<file path="config.mk">
export PLATFORM = sky130hd
export DESIGN_NAME = pulse_event_ctrl
export DESIGN_NICKNAME = d
export VERILOG_FILES = /design/src/rtl/pulse_event_ctrl.sv
export SDC_FILE = /design/constraint.sdc
export NUM_CORES = 1
export LEC_CHECK = 0
export CAP_MARGIN = 15
export CELL_PAD_IN_SITES_DETAIL_PLACEMENT = 1
export CELL_PAD_IN_SITES_GLOBAL_PLACEMENT = 2
export CORE_MARGIN = 2
export CORE_UTILIZATION = 34
export DETAILED_ROUTE_END_ITERATION = 8
export PLACE_DENSITY_LB_ADDON = 0.1
export REMOVE_ABC_BUFFERS = 1
export SLEW_MARGIN = 10
export SYNTH_ARGS = -nofsm -noshare
export SYNTH_HDL_FRONTEND = slang
export SYNTH_SLANG_ARGS = --single-unit
</file>
<file path="constraint.sdc">
create_clock -name clk -period 3 [get_ports clk]
set_clock_uncertainty 0.2 [all_clocks]
set_input_delay 0.3 -clock clk [delete_from_list [all_inputs] [get_ports clk]]
set_output_delay 0.3 -clock clk [all_outputs]
set_load 0.02 [all_outputs]
</file>
<file path="src/rtl/pulse_event_ctrl.sv">
// Pulse event controller: prescaled sampling, per-channel hysteresis filter, round-robin event arbiter (PULSE_EVT_TIMESTAMP_EN adds timestamps).
// Latency: evt_valid rises 1 cycle after a pending bit sets in IDLE; at most one event per 2 cycles.
// Backpressure: event held stable until evt_ready; a new edge on a still-pending channel sets its sticky overrun flag.
module pulse_event_ctrl #(
    parameter int CH       = 4,
    parameter int FILT_LEN = 8,
    parameter int PRESCALE = 16
) (
    input  logic                  clk,
    input  logic                  rst,
    input  logic [CH-1:0]         pulse_in,
    input  logic [CH-1:0]         ch_en,
    input  logic                  evt_ready,
    input  logic [CH-1:0]         ovr_clr,
    output logic                  evt_valid,
    output logic [$clog2(CH)-1:0] evt_ch,
    output logic [31:0]           evt_ts,
    output logic [CH-1:0]         level,
    output logic [CH-1:0]         overrun,
    output logic                  busy
);
    localparam int CW = $clog2(CH);

    typedef enum logic {IDLE, PRESENT} state_t;

    logic [15:0]                  presc_q, presc_d;
    logic                         tick;
    logic [CH-1:0][FILT_LEN-1:0]  sr_q, sr_d;
    logic [CH-1:0]                level_q, level_d;
    logic [CH-1:0]                rise;
    logic [CH-1:0]                pend_q, pend_d, pend_keep;
    logic [CH-1:0]                ovr_q, ovr_d;
    logic [CH-1:0]                grant_clr;
    logic                         hs;
    state_t                       state_q, state_d;
    logic [CW-1:0]                evt_ch_q, evt_ch_d;
    logic [CW-1:0]                last_grant_q, last_grant_d;
    logic [CW-1:0]                pick;

    // Nearest requester after 'last' wins; 'last' itself has lowest priority.
    function automatic logic [CW-1:0] rr_pick(input logic [CH-1:0] req, input logic [CW-1:0] last);
        logic [CW-1:0] sel;
        int            j;
        sel = '0;
        for (int k = CH; k >= 1; k--) begin
            j = int'(last) + k;
            if (j >= CH) j = j - CH;
            if (req[CW'(j)]) sel = CW'(j);
        end
        return sel;
    endfunction

    always_comb begin
        tick    = (presc_q == 16'(PRESCALE - 1));
        presc_d = tick ? 16'd0 : presc_q + 16'd1;
    end

    assign hs = (state_q == PRESENT) && evt_ready;

    for (genvar g = 0; g < CH; g++) begin : g_ch
        assign sr_d[g]      = tick ? {sr_q[g][FILT_LEN-2:0], pulse_in[g]} : sr_q[g];
        assign level_d[g]   = (&sr_q[g])  ? 1'b1 :
                              (~|sr_q[g]) ? 1'b0 : level_q[g];
        assign grant_clr[g] = hs && (evt_ch_q == CW'(g));
    end

    // A handshake clearing a channel frees its slot for an edge arriving in the same cycle.
    always_comb begin
        rise      = level_d & ~level_q & ch_en;
        pend_keep = pend_q & ~grant_clr;
        pend_d    = pend_keep | rise;
        ovr_d     = (ovr_q & ~ovr_clr) | (rise & pend_keep);
    end

    assign pick = rr_pick(pend_q, last_grant_q);

    always_comb begin
        state_d      = state_q;
        evt_ch_d     = evt_ch_q;
        last_grant_d = last_grant_q;
        case (state_q)
            IDLE: begin
                if (|pend_q) begin
                    evt_ch_d = pick;
                    state_d  = PRESENT;
                end
            end
            PRESENT: begin
                if (evt_ready) begin
                    last_grant_d = evt_ch_q;
                    state_d      = IDLE;
                end
            end
            default: state_d = IDLE;
        endcase
    end

    always_ff @(posedge clk or negedge rst) begin
        if (!rst) begin
            presc_q      <= '0;
            sr_q         <= '0;
            level_q      <= '0;
            pend_q       <= '0;
            ovr_q        <= '0;
            state_q      <= IDLE;
            evt_ch_q     <= '0;
            last_grant_q <= CW'(CH - 1);
        end else begin
            presc_q      <= presc_d;
            sr_q         <= sr_d;
            level_q      <= level_d;
            pend_q       <= pend_d;
            ovr_q        <= ovr_d;
            state_q      <= state_d;
            evt_ch_q     <= evt_ch_d;
            last_grant_q <= last_grant_d;
        end
    end

`ifdef PULSE_EVT_TIMESTAMP_EN
    logic [31:0]          ts_cnt_q;
    logic [CH-1:0][31:0]  cap_q, cap_d;
    logic [CH-1:0]        cap_en;
    logic [31:0]          evt_ts_q, evt_ts_d;

    // Capture only when the pending bit actually takes a new event (not on overrun).
    assign cap_en = rise & ~pend_keep;

    for (genvar g = 0; g < CH; g++) begin : g_cap
        assign cap_d[g] = cap_en[g] ? ts_cnt_q : cap_q[g];
    end

    assign evt_ts_d = ((state_q == IDLE) && (|pend_q)) ? cap_q[pick] : evt_ts_q;

    always_ff @(posedge clk or negedge rst) begin
        if (!rst) begin
            ts_cnt_q <= '0;
            cap_q    <= '0;
            evt_ts_q <= '0;
        end else begin
            ts_cnt_q <= ts_cnt_q + 32'd1;
            cap_q    <= cap_d;
            evt_ts_q <= evt_ts_d;
        end
    end

    assign evt_ts = evt_ts_q;
`else
    assign evt_ts = 32'd0;
`endif

    assign evt_valid = (state_q == PRESENT);
    assign evt_ch    = evt_ch_q;
    assign level     = level_q;
    assign overrun   = ovr_q;
    assign busy      = (|pend_q) || evt_valid;

endmodule

</file>
# Word level (Yosys, flattened, before mapping)

Index checks and enable logic that the tools add are counted.

Register bits: 65
Latch bits: 0
RAM bits: 0
Bits in read-only memories: 0
Bits of input ports: 15
Logic and storage cells: 93
Memories: 0

Add/subtract/negate cells: 9
Multipliers: 0
Divide/modulo/power cells: 0
Order comparisons: 8
Equal/unequal tests: 4
Shift operators: 0
Multiplexer cells: 32
Bitwise logic cells: 11
Reductions and logical operators: 18

Operators with widths:

| kind                  | number |
|---|---|
| $reduce_and 8->1      | 4 |
| $reduce_or 8->1       | 4 |
| $and 4x4->4           | 5 |
| $mux 1                | 18 |
| $add 16x1->16 const B | 1 |
| $eq 16x4->1 const B   | 1 |
| $lt 2x4->1 const B    | 4 |
| $mux 16               | 1 |
| $mux 2                | 8 |
| $not 4->4             | 3 |
| $ge 3x3->1 const B    | 3 |
| $bmux 1 s2            | 4 |
| $or 4x4->4            | 2 |
| $sub 2x1->2 const B   | 4 |
| $add 2x2->3 const B   | 2 |
| $logic_and 1x1->1     | 5 |
| $add 2x3->4 const B   | 1 |
| $eq 2x2->1 const B    | 2 |
| $ge 4x3->1 const B    | 1 |
| $reduce_and 2->1      | 2 |
| $reduce_or 4->1       | 1 |
| $add 2x1->3 const B   | 1 |
| $eq 2x1->1 const B    | 1 |
| $logic_not 2->1       | 1 |
| 3 further kinds       | 3 |

# Longest topological paths before layout

Depth after elaboration: 10
Gate-level depth with buffers: 5
Depth with buffers taken out: 4

# Worst setup path after synthesis

Ideal clock, no wire load.

Path type: register -> register
Start point: register presc_q[5]
End point: register sr_q[17] in the netlist's numbering
Setup time: 0.125 ns
Data arrival time: 1.996 ns
Required time: 2.675 ns
Slack: 0.679 ns
Cell stages (with the launch flop): 5
Buffers on the path: 1
Cells stage by stage: dfrtp_1 > or4_4 > nor4_4 > buf_6 > mux2_2

Cells in the longest elaborated chain, start to end: 1

Ends and longest elaborated chain:

| element                  | line | source |
|---|---|---|
| start: declaration       | 26   | `logic [15:0] presc_q, presc_d;` |
| start signal: assignment | 109  | `presc_q <= presc_d;` |
| $eq 16x4->1              | 54   | `tick = (presc_q == 16'(PRESCALE - 1));` |
| end signal: assignment   | 110  | `sr_q <= sr_d;` |
| end: declaration         | 28   | `logic [CH-1:0][FILT_LEN-1:0] sr_q, sr_d;` |

Every way passes these cells.
A chain may end at the register's enable or synchronous reset.

# Final worst setup path

Start point: register pend_q[0]
End point: output port busy

Cells in the longest elaborated chain, start to end: 2

Ends and longest elaborated chain:

| element                  | line | source |
|---|---|---|
| start: declaration       | 31   | `logic [CH-1:0] pend_q, pend_d, pend_keep;` |
| start signal: assignment | 112  | `pend_q <= pend_d;` |
| $reduce_or 4->1          | 156  | `assign busy = (\|pend_q) \|\| evt_valid;` |
| $logic_or 1x1->1         | 156  |  |
| end: declaration         | 20   | `output logic busy` |

Every way passes these cells.

==> run_results.csv <==
group,metric,value,unit
outcome,status,"finished, final reports clean",
run,drv_cap,0,
grt,grt_overflow_total,0,
die,core_area,8680,sq um
detailed_routing,wl_per_cell,13.9,um
final_layout,nets,311,
clock_tree,clkSlewWorstSetupHoldPaths,0.07,ns
yosys,synth_top_area_share,51.9,%
grt,grt_usage,12.3,%
clock_tree,cts_inserted_buffers,9,
detailed_routing,drtAntennaViolNets,0,
final_layout,antenna_cells,0,
power_and_ir_drop,peakVddDrop,0.205,mV
detailed_routing,drt_wl_total,5.67,mm
worst_setup_path,crit_buf_inv,1,
die,die_w,98.5,um
detailed_routing,drt_iter0_markers,16,
clock_tree,hold_buffers,1,
clock_tree,cts_max_level,3,
yosys,synth_top_area_cell,"dfrtp_1",
die,dieArea,9700,sq um
power_and_ir_drop,total_power,2.17,mW
detailed_routing,via_per_inst,4.84,
yosys,synthSimpleGateAreaFrac,13.8,%
sta,finalHoldViolCount,0,
die,ios,59,
grt,grt_pass1_wl,9.47,mm
sta,tightestPinTransition,0.781,ns
detailed_routing,num_vias,1976,
final_layout,final_cell_mix,"dfrtp_1 (63), conb_1 (32), mux2_2 (27)",
worst_setup_path,path_class,"reg -> out",
worst_setup_path,cp_top_family,"simple AND/OR/NAND/NOR gates",
yosys,synthTopCellsByArea,"dfrtp_1 (52%), mux2_2 (10%), buf_4 (7.9%)",
clock_tree,post_cts_buffers,0,
sta,setup_viol,0,
worst_setup_path,worst_path_max_delay_cell,"nor4_1",
yosys,ys_seq_elements,65,
yosys,synth_edf_count,0,
detailed_routing,drt-pass1-iter-count,4,
detailed_routing,drc_errors,0,
power_and_ir_drop,power.leakage,1.65,nW
die,start_util,35.0,%
yosys,async_flop_share,100,%
clock_tree,clock_path_buffers,2,
yosys,syn_inst,257,
worst_setup_path,worst-path-max-fanout,6,
final_layout,drive_above_1_share,17.7,%
final_layout,final_common_cell,"dfrtp_1",
sta,drv_slew,0,
die,rows,34,
placed_design,io_buffers,26,
worst_setup_path,cp_slowest_stage_delay,0.58,ns
grt,antenna_found_initial,0,
clock_tree,clkLatencyLatePin,0.33,ns
detailed_routing,top_layer,"met4",
yosys,synth_fa_ha_area_share,0.412,%
worst_setup_path,arrival,2.06,ns
placed_design,dp_hpwl,3.94,mm
sta,fmax,391,MHz
die,fp.dieH,98.5,um
worst_setup_path,start_kind,"register",
detailed_routing,wl_met3,235,um
detailed_routing,met1_length,2.74,mm
yosys,synth_xor_area_share,3.75,%
sta,worst_slack,0.445,ns
grt,grt_pass1_vias,1990,
clock_tree,root_buffer,"clkbuf_8",
sta,relSlewSlack,47.9,%
detailed_routing,wl_met2,2.60,mm
worst_setup_path,critical_path_required,2.50,ns
sta,tns,0,ns
final_layout,syn_to_final_growth,16.2,%
yosys,synth_top_family_by_area,"simple AND/OR/NAND/NOR gates",
clock_tree,cts_tree,"built",
worst_setup_path,crit_path_cell_trace,"nor4_1, nand2b_1, clkdlybuf4s50_1",
yosys,synth_flop_cell,"dfrtp_1",
worst_hold_path,worst_hold_path_type,"reg -> reg",
yosys,synth_cell_types,34,
sta,period_minus_slack,2.56,ns
yosys,synth-seq-area-share,53.6,%
grt,grt_max_degree,35,
worst_setup_path,cp-end-kind,"primary output",
placed_design,gp_congestion,0.781,
placed_design,place_ws,0.708,ns
sta,rsz0062_at_grt,"false",
yosys,synth_compound_area_share,5.52,%
clock_tree,cts_sinks,65,
yosys,muxShareOfSynthArea,12.2,%
yosys,syn_avg_cell_area,11.8,sq um
yosys,yosysWarnings,0,
final_layout,num-fill-cells,972,
power_and_ir_drop,power.density,616,nW/um^2
final_layout,final_core_util,40.7,%
sta,fin_crit_sh,85.2,%
yosys,synthesis.area,3040,sq um
clock_tree,cts-resized-gates,0,
## synth_stat cells, drive strengths merged, types with 4 or more instances
cell	n
buf	35
dfrtp	63
inv	12
mux2	32
nand2	11
nand2b	5
nand3	7
nand4	11
nor2	5
nor3	4
nor4	6
o21ai	15
o22ai	6
or4	14
xor2	10
## flip-flops by register name, indices dropped and copies added, names as in the netlist
signal / flops
sr_q: 32
presc_q: 16
level: 4
overrun: 4
pend_q: 4
evt_ch: 2
last_grant_q: 2
evt_valid: 1
## metal layers
metal	vias up	track usage, %
met1	989	16.6
met2	48	18.7
met5	-	0
met4	0	5.69
li1	932	-
met3	7	3.26
## final cells by class
| class | count | area (sq um) | area share [%] |
|---|---|---|---|
| clock buffer | 9 | 124 | 3.51 |
| clock inverter | 7 | 95.1 | 2.70 |
| inverter | 12 | 45.0 | 1.28 |
| multi-input combinational | 176 | 1200 | 34.1 |
| sequential | 65 | 1630 | 46.2 |
| tap | 108 | 135 | 3.83 |
| timing repair buffer | 31 | 295 | 8.37 |
## cell families (layout without fill, tap and decap cells)
group	count (synthesis)	in the layout
compound gates	28	28
xor+xnor	13	13
fa+ha+maj	1	1
buf+inv	47	59
flops	65	65
mux	33	33
other cells	1	32
simple gates	69	69
## final timing paths
check                           slack [ns]          end  cells past startpoint        start
worst max-delay path                  0.44         busy                      3    pend_q[0]
worst min-delay path                  0.28  presc_q[15]                      1  presc_q[15]
worst max register to register        0.70     sr_q[13]                      4   presc_q[8]
worst min register to register        0.28  presc_q[15]                      1  presc_q[15]
max in group asynchronous             1.48    pend_q[3]                      3          rst
min in group asynchronous             0.38      sr_q[0]                      2          rst
## per-stage QoR
| stage | std cells | hold WS, ns | area [sq um] |
|---|---|---|---|
| 6_report | 408 | 0.279 | 3530 |
| 5_1_grt | 408 | 0.297 | 3530 |
| 4_1_cts | 408 | 0.289 | 3530 |
| 3_5_place_dp | 391 | 0.227 | 3300 |
| 3_3_place_gp | 391 | 0.238 | 3300 |
| 2_1_floorplan | 253 | -0.196 | 2880 |
## report_power, final
group	total, mW	leakage (nW)	internal, mW	switching, mW
Combinational	0.333	0.681	0.146	0.186
Sequential	1.02	0.862	0.943	0.0800
Clock	0.818	0.109	0.468	0.350
Total	2.17	1.65	1.56	0.617
Note: power is estimated with default switching activity, not from simulation.
